`src/rtl/pipe_ctrl_if.sv`:
```
// Stall/flush handshake bundle between the pipeline stages and pipe_ctrl.
// master = pipeline side (requests, exception info); slave = controller.
interface pipe_ctrl_if;
  logic        stallreq_if;
  logic        stallreq_id;
  logic        stallreq_ex;
  logic        stallreq_mem;
  logic [31:0] excepttype_i;
  logic [31:0] cp0_epc_i;
  logic [5:0]  stall;
  logic        flush;
  logic [31:0] new_pc;
  logic        exc_busy;
  logic        stall_timeout;
  logic [31:0] stall_cnt;

  modport master (
    output stallreq_if, stallreq_id, stallreq_ex, stallreq_mem, excepttype_i, cp0_epc_i,
    input  stall, flush, new_pc, exc_busy, stall_timeout, stall_cnt
  );

  modport slave (
    input  stallreq_if, stallreq_id, stallreq_ex, stallreq_mem, excepttype_i, cp0_epc_i,
    output stall, flush, new_pc, exc_busy, stall_timeout, stall_cnt
  );
endinterface

```
`src/rtl/pipe_ctrl.sv`:
```
// Pipeline stall/flush controller: stall arbitration, exception accept->flush
// sequencing, stall watchdog and debug stall-cycle counter.
module pipe_ctrl #(
  parameter logic [31:0] EXC_VECTOR = 32'h0000_0020,
  parameter int unsigned WD_W       = 10,
  parameter int unsigned WD_LIMIT   = 1023
) (
  input logic        clk,
  input logic        rst,
  pipe_ctrl_if.slave bus
);

  localparam logic [31:0]     ExcEret = 32'h0000_000e;
  localparam logic [WD_W-1:0] WdLimit = WD_W'(WD_LIMIT);

  typedef enum logic [1:0] {
    StRun   = 2'b00,
    StFlush = 2'b01
  } state_e;

  state_e          r_state;
  state_e          w_state_nxt;
  logic [5:0]      w_stall;
  logic            w_flush;
  logic            w_busy;
  logic            w_accept;
  logic [31:0]     r_new_pc;
  logic [WD_W-1:0] r_wd_cnt;
  logic [WD_W-1:0] w_wd_nxt;
  logic            r_timeout;
  logic [31:0]     r_stall_cnt;

  always_ff @(posedge clk or negedge rst) begin
    if (!rst) begin
      r_state <= StRun;
    end else begin
      r_state <= w_state_nxt;
    end
  end

  always_comb begin
    w_state_nxt = StRun;
    w_stall     = 6'b000000;
    w_flush     = 1'b0;
    w_busy      = 1'b0;
    w_accept    = 1'b0;
    case (r_state)
      StRun: begin
        // An exception waits out a MEM stall so the faulting access settles first.
        if ((bus.excepttype_i != 32'h0) && !bus.stallreq_mem) begin
          w_accept    = 1'b1;
          w_stall     = 6'b011111;
          w_busy      = 1'b1;
          w_state_nxt = StFlush;
        end else if (bus.stallreq_mem) begin
          w_stall = 6'b011111;
        end else if (bus.stallreq_ex) begin
          w_stall = 6'b001111;
        end else if (bus.stallreq_id || bus.stallreq_if) begin
          w_stall = 6'b000111;
        end
      end
      StFlush: begin
        w_flush = 1'b1;
        w_busy  = 1'b1;
      end
      default: w_state_nxt = StRun;
    endcase
  end

  assign bus.stall         = rst ? w_stall : 6'b000000;
  assign bus.flush         = rst & w_flush;
  assign bus.exc_busy      = rst & w_busy;
  assign bus.new_pc        = r_new_pc;
  assign bus.stall_timeout = r_timeout;
  assign bus.stall_cnt     = r_stall_cnt;

  always_ff @(posedge clk or negedge rst) begin
    if (!rst) begin
      r_new_pc <= 32'h0;
    end else if (w_accept) begin
      r_new_pc <= (bus.excepttype_i == ExcEret) ? bus.cp0_epc_i : EXC_VECTOR;
    end
  end

  always_comb begin
    if (!bus.stall[0]) begin
      w_wd_nxt = '0;
    end else if (r_wd_cnt == WdLimit) begin
      w_wd_nxt = r_wd_cnt;
    end else begin
      w_wd_nxt = r_wd_cnt + 1'b1;
    end
  end

  always_ff @(posedge clk or negedge rst) begin
    if (!rst) begin
      r_wd_cnt    <= '0;
      r_timeout   <= 1'b0;
      r_stall_cnt <= 32'h0;
    end else begin
      r_wd_cnt  <= w_wd_nxt;
      r_timeout <= r_timeout | (w_wd_nxt == WdLimit);
      if (bus.stall[0]) begin
        r_stall_cnt <= r_stall_cnt + 32'd1;
      end
    end
  end

endmodule

```
`src/flat_wrapper.sv`:
```
// flat-port wrapper written by rule: the top's interface ports become plain ports
module pipe_ctrl_flat 
#(
  parameter logic [31:0] EXC_VECTOR = 32'h0000_0020,
  parameter int unsigned WD_W       = 10,
  parameter int unsigned WD_LIMIT   = 1023
)
  (clk, rst, bus_stallreq_if, bus_stallreq_id, bus_stallreq_ex, bus_stallreq_mem, bus_excepttype_i, bus_cp0_epc_i, bus_stall, bus_flush, bus_new_pc, bus_exc_busy, bus_stall_timeout, bus_stall_cnt);
  pipe_ctrl_if bus_i ();
  input logic clk;
  input logic rst;
  input wire logic [$bits(bus_i.stallreq_if)-1:0] bus_stallreq_if;
  input wire logic [$bits(bus_i.stallreq_id)-1:0] bus_stallreq_id;
  input wire logic [$bits(bus_i.stallreq_ex)-1:0] bus_stallreq_ex;
  input wire logic [$bits(bus_i.stallreq_mem)-1:0] bus_stallreq_mem;
  input wire logic [$bits(bus_i.excepttype_i)-1:0] bus_excepttype_i;
  input wire logic [$bits(bus_i.cp0_epc_i)-1:0] bus_cp0_epc_i;
  output wire logic [$bits(bus_i.stall)-1:0] bus_stall;
  output wire logic [$bits(bus_i.flush)-1:0] bus_flush;
  output wire logic [$bits(bus_i.new_pc)-1:0] bus_new_pc;
  output wire logic [$bits(bus_i.exc_busy)-1:0] bus_exc_busy;
  output wire logic [$bits(bus_i.stall_timeout)-1:0] bus_stall_timeout;
  output wire logic [$bits(bus_i.stall_cnt)-1:0] bus_stall_cnt;
  assign bus_i.stallreq_if = bus_stallreq_if;
  assign bus_i.stallreq_id = bus_stallreq_id;
  assign bus_i.stallreq_ex = bus_stallreq_ex;
  assign bus_i.stallreq_mem = bus_stallreq_mem;
  assign bus_i.excepttype_i = bus_excepttype_i;
  assign bus_i.cp0_epc_i = bus_cp0_epc_i;
  assign bus_stall = bus_i.stall;
  assign bus_flush = bus_i.flush;
  assign bus_new_pc = bus_i.new_pc;
  assign bus_exc_busy = bus_i.exc_busy;
  assign bus_stall_timeout = bus_i.stall_timeout;
  assign bus_stall_cnt = bus_i.stall_cnt;
  pipe_ctrl #(.EXC_VECTOR(EXC_VECTOR), .WD_W(WD_W), .WD_LIMIT(WD_LIMIT)) u_core (.clk(clk), .rst(rst), .bus(bus_i));
endmodule
```
`config.mk`:
```
export PLATFORM = sky130hd
export DESIGN_NAME = pipe_ctrl_flat
export DESIGN_NICKNAME = d
export VERILOG_FILES = /design/src/rtl/pipe_ctrl_if.sv /design/src/rtl/pipe_ctrl.sv /design/src/flat_wrapper.sv
export SDC_FILE = /design/constraint.sdc
export NUM_CORES = 1
export LEC_CHECK = 0
export CAP_MARGIN = 20
export CORE_MARGIN = 2
export CORE_UTILIZATION = 39
export CTS_CLUSTER_SIZE = 30
export DETAILED_ROUTE_END_ITERATION = 10
export GPL_ROUTABILITY_DRIVEN = 0
export PLACE_DENSITY = 0.81
export SETUP_SLACK_MARGIN = 0.5
export SLEW_MARGIN = 20
export SYNTH_ARGS = -nofsm -noshare
export SYNTH_HDL_FRONTEND = slang
export SYNTH_SLANG_ARGS = --single-unit
```
`constraint.sdc`:
```
create_clock -name clk -period 2.2 [get_ports clk]
set_input_delay 0.44 -clock clk [delete_from_list [all_inputs] [get_ports clk]]
set_output_delay 0.44 -clock clk [all_outputs]
set_load 0.005 [all_outputs]
```
== Word-level counts from Yosys, hierarchy flattened ==
Index checks and enable logic that the tools add are counted.
Word-level totals
  word-level logic and storage cells: 34
  output and inout port bits: 73
  register bits: 76
Cells by class
  bitwise logic cells: 3
  multiplexer cells: 15
  reduce and logical (&&, ||, !) cells: 5
  add/subtract/negate cells: 2
  eq/ne operators: 4
Operators with widths (number)
  $add 32x1->32 const B: 1
  $eq 32x4->1 const B: 1
  $mux 32: 1
  $reduce_bool 32->1: 1
  $mux 6: 5
  $eq 10x10->1 const B: 2
  $mux 10: 2
  $add 10x1->10 const B: 1
  $mux 1: 5
  $mux 3: 1
  $and 1x1->1: 2
  $logic_not 2->1: 1
  $pmux 1 s2: 1
  $eq 1x1->1 const B: 1
  $logic_and 1x1->1: 1
  $logic_not 1->1: 1
  $logic_or 1x1->1: 1
  $or 1x1->1: 1

== Logic depth before layout (Yosys ltp) ==
  word-level depth: 10
  gate-level depth with buffers: 7
  gate-level depth less buffers: 6

== Least setup slack after synthesis ==
OpenSTA, ideal clock, no wires.
  kind: input port to output port
  from: input bus_excepttype_i[0]
  to: output bus_stall[1]
  setup slack: -21 ps
  cell stages on the path: 7
  arrival time: 1781 ps
  cell sequence: nor4_1 -> nand4_1 -> nor4_2 -> or2_1 -> buf_4 -> inv_2 -> buf_4
Between the ends
  word-level cells in the longest chain between the ends: 5
Ends and longest elaborated chain
  from (decl): line flat_wrapper.sv:16  | input wire logic [$bits(bus_i.excepttype_i)-1:0] bus_excepttype_i;
  $reduce_bool 32->1: line pipe_ctrl.sv:50  | if ((bus.excepttype_i != 32'h0) && !bus.stallreq_mem) begin
  $logic_and 1x1->1: line pipe_ctrl.sv:50
  $mux 6: line pipe_ctrl.sv:50
  $mux 6: line pipe_ctrl.sv:47  | case (r_state)
  $mux 6: line pipe_ctrl.sv:71  | assign bus.stall = rst ? w_stall : 6'b000000;
  to (decl): line flat_wrapper.sv:18  | output wire logic [$bits(bus_i.stall)-1:0] bus_stall;
Every way passes these cells.

== Final worst setup path ==
  from: input bus_excepttype_i[16]
  to: register u_core.r_new_pc[24] (netlist: u_core.bus.new_pc[24])
Between the ends
  word-level cells in the longest chain between the ends: 4
  elaborated cells on any way between the ends: 6
  classes of those cells: eq/ne: 1; mux: 3; reduce/logical: 2
Ends and longest elaborated chain
  $reduce_bool 32->1: line pipe_ctrl.sv:50
  $logic_and 1x1->1: line pipe_ctrl.sv:50
  $mux 1: line pipe_ctrl.sv:50
  $mux 1: line pipe_ctrl.sv:47
  to (signal assigned): line pipe_ctrl.sv:82  | r_new_pc <= (bus.excepttype_i == ExcEret) ? bus.cp0_epc_i : EXC_VECTOR;
  to (decl): line pipe_ctrl.sv:27  | logic [31:0] r_new_pc;
Parallel ways exist; a longest one is shown, timed or not.
A chain may end at the register's enable or synchronous reset.

==> results.md <==
- Reg2Reg Setup Slack: 0.06 ns
- Sequential area share after synthesis: 52.49%
- Fmax: 0.4395 GHz
- RSZ-0062 raised after global routing: yes
- Vias in the first global route: 4,414
- Critical Path RT: 2.42 ns
- Slew headroom: 59.05%
- Global-route track usage on met3: 9.471%
- Post-Synthesis Cells: 382
- Worst Reg-to-Reg Cells: 6
- Initial Util: 39.78%
- Max FO, Critical Path: 8
- Bufs and invs on worst path: 10
- Outcome: finished with violations
- Critical path depth: 15
- Tcrit/Tclk final: 103.4%
- GRT Util Overall: 28.45%
- Clock share of power: 30.4%
- First-pass GRT wire length: 22,260 um
- Post-Route Skew: 0.02660 ns
- CTS Buf Count: 9
- Die area: 0.01008 sq mm
- Grt peak-use layer: met2
- Largest net degree at the start of global routing: 46
- Chip Width: 100.4 um
- CTS sink cnt: 76
- Routed Antenna Nets: 0
- Crit end category: register
- R2R Path Start: u_core.bus.stall_cnt[16]
- YS warnings: 0
- VDD IR max: 0.3861 mV
- Switching Share: 30.58%
- Placement Cell Area: 0.005289 sq mm
- Max stage delay cell, worst path: o21ai_1
- Via density: 5.608
- EDFF count, synth: 0
- Comb pwr share: 28.3%
- Slew Limit Fails: 0
- Worst-Margin Slew: 0.6143 ns
- R2r endpoint: u_core.bus.stall_cnt[29]
- Die Y: 100.4 um
- Failing checks: negative setup slack
- FP Rows: 35
- Sequential Power Share: 41.3%
- Grt ovf: 0
- Via count: 4,144
- Main synth FF type: dfrtp_1
- Longest Clk Path Bufs: 2
- Syn avg cell area: 9.486 sq um
- Final hold violation count: 0
- Clk_lat worst skew: 0.37 ns
- Cell mode on critical path: buf_6
- Routed len/inst: 22.43 um
- Met1 GRT Util: 31.98%
- Setup tns final: -0.08362 ns
- Final setup margin: -0.07534 ns
- Fillers: 465
- Switching power: 1.168 mW
- Synthesis-to-finish area growth: 108.4%
- Final wirelength: 16,580 um
- # diodes: 0
- Cell family contributing the most delay on the critical path: buffers and inverters
- Post-layout instance area: 0.007551 sq mm
- Initial DRT Pass Iterations: 4
- # IOs: 143
- Synth unique cells: 42
- Share of post-route cells with drive strength above 1: 43.47%
- Initial antenna violation count: 0
- CP Launch Point: bus_excepttype_i[16]
- Synth async-reset ratio: 100.0%
- CTS H-tree lvls: 3
- FF+latch area: 0.001906 sq mm
- Post-DP HPWL: 7334 um
- CTS tree: built
- Nets: 695
- HP Class: in2async
- Core ar.: 0.009109 sq mm
- Worst hold slack: 0.02059 ns
- Slowest stage delay, CP: 0.25 ns
- Syn Nets: 454
- Setup crit end: u_core.bus.new_pc[24]
- Footprint of the multi-input gates: 0.002502 sq mm
- Worst-path clk slew: 0.11 ns
- Met2 Track Usage GR: 50.59%
- Root buffer cell: clkbuf_8
- Final Setup Violations: 2
- Hold Buf Count CTS: 0
- Synth Cell Area: 0.003623 sq mm
- Synthesis-stage register bit count: 76
- Leak: 3.954 nW
- Tmin final: 2.275 ns
- Power per cell area: 505.8 mW/mm^2
- Kind of critical path: in2reg
- DR iter-0 viols: 198
- Port Buffers: 141
- Int Pwr: 2.652 mW
- Drc violations: 0
- WP data arrival: 2.50 ns
- Worst Setup Start Kind: input pin
- Sequence of cells on the critical path: clkdlybuf4s15_1 > nor4_4 > nand4_1 > buf_4 > buf_6 > buf_6 > buf_6 > o31ai_4 > buf_6 > buf_6 > buf_12 > buf_12 > buf_16 > nand2_2 > o21ai_1
- Max Cap Viol: 0
-- layout by cell type, fill, tap and decap left out, types with 5 or more instances in the layout --
cell type | Yosys | routed
nand2_4 | 0 | 22
nor2_1 | 14 | 10
buf_2 | 5 | 11
nor3_4 | 0 | 10
buf_6 | 0 | 30
buf_4 | 4 | 71
dlymetal6s2s_1 | 0 | 39
nand2_1 | 78 | 43
and3_1 | 6 | 5
clkbuf_8 | 0 | 10
nor4b_4 | 0 | 6
nand4_1 | 14 | 14
nand3_1 | 16 | 15
o21ai_2 | 0 | 23
buf_16 | 0 | 12
o21ai_1 | 0 | 6
clkdlybuf4s15_1 | 0 | 8
clkdlybuf4s50_1 | 0 | 49
dlygate4sd2_1 | 0 | 20
xor2_1 | 29 | 29
dfrtp_1 | 76 | 73
nand2_2 | 0 | 13
buf_12 | 0 | 12
nor4_4 | 1 | 22
-- per-layer routing --
layer / vias up / share of wire, %
met1: 2069 / 36
met4: 0 / 3.7
met5: - / 0
met3: 47 / 7.0
li1: 1833 / -
met2: 195 / 54
-- worst min-delay path by stage --
stage | slack, ns | end | depth (start not counted)
2_1_floorplan | 0.14 | u_core.bus.new_pc[0] | 0
3_5_place_dp | 0.44 | u_core.r_state[0] | 2
5_1_grt | 0.02 | u_core.r_state[0] | 2
6_report | 0.02 | u_core.r_state[0] | 2
3_3_place_gp | 0.43 | u_core.bus.new_pc[24] | 2
4_1_cts | 0.06 | u_core.bus.new_pc[27] | 2
-- kinds of logic (layout without fill, tap and decap cells) --
family                   Yosys count  after routing  share of synthesized area (%)
AO/OA/AOI/OAI                     53             53                          8.564
XOR/XNOR                          33             33                          7.976
adder cells (fa/ha/maj)            2              2                         0.6905
buffers and inverters             30            276                          3.695
flip-flops                        76             76                          52.49
multiplexers                       1              1                         0.4142
other                              1              1                         0.1035
AND/OR/NAND/NOR                  186            186                          26.07
-- layout make-up --
type                    instances  area share, %
repair buffers                254          36.69
inverters                       6         0.4308
flip-flops and latches         76          25.24
clock buffers                  12          1.922
multi-input cells             276          33.14
well taps                     111          1.839
clock inverters                 4         0.7457
-- Yosys cell counts (2+ instances only) --
| library cell | number | area (sq um) |
|---|---|---|
| dfrtp_1 | 76 | 1902 |
| and4_1 | 3 | 26.28 |
| nor4b_1 | 6 | 52.55 |
| nor3_1 | 14 | 70.07 |
| buf_2 | 5 | 25.02 |
| xor2_1 | 29 | 254.0 |
| nand3_1 | 16 | 80.08 |
| nand4_1 | 14 | 87.58 |
| a211oi_1 | 2 | 15.01 |
| a31oi_1 | 2 | 12.51 |
| o211a_1 | 2 | 20.02 |
| nor2_1 | 14 | 52.55 |
| and3_1 | 6 | 37.54 |
| nor4_1 | 22 | 137.6 |
| inv_1 | 5 | 18.77 |
| buf_4 | 4 | 30.03 |
| nand2_1 | 78 | 292.8 |
| a21oi_1 | 6 | 30.03 |
| clkbuf_1 | 15 | 56.30 |
| o21ai_0 | 33 | 165.2 |
| o21a_1 | 2 | 15.01 |
| ha_1 | 2 | 25.02 |
| xnor2_1 | 4 | 35.03 |
| and2_1 | 4 | 25.02 |
-- repair_timing --
action / in CTS / in global routing
cloned: 12 / 1
pin swaps: 74 / 69
endpoints found under the setup margin: 113 / 114
gates resized for setup: 267 / 143
buffers inserted: 59 / 23
-- power by group through the flow --
stage	Sequential, mW	Combinational (mW)	Clock [mW]
floorplan	1.62	0.234	0
global placement	1.63	0.627	0
detailed placement	1.64	0.642	0
CTS	1.57	0.953	1.11
global route	1.59	1.14	1.22
finish	1.58	1.08	1.16
-- sequential cells by signal (all words and copies together) (netlist names) --
signal	flops
u_core.bus.stall_cnt	32
u_core.r_wd_cnt	10
u_core.bus.stall_timeout	1
u_core.r_state	1
u_core.bus.new_pc	32
-- stage by stage --
| stage | setup slack [ns] | total power [mW] | utilization [%] | cells |
|---|---|---|---|---|
| detailed placement | -0.7419 | 2.282 | 58.06 | 628 |
| CTS | -0.03636 | 3.641 | 74.63 | 715 |
| finish | -0.07534 | 3.820 | 82.90 | 739 |
| global placement | -0.7434 | 2.256 | 58.06 | 628 |
| floorplan | 0.05400 | 1.857 | - | 382 |
| global route | -0.1481 | 3.950 | 82.90 | 739 |
-- worst reg2reg max path: stages (launching register included) --
cell and delay, ns:
dfrtp_1 0.40, nand4_1 0.21, nor4_4 0.56, nand4_1 0.18, buf_4 0.22, nor4_4 0.27
xor2_1 0.20
(Power assumes the default switching activity.)
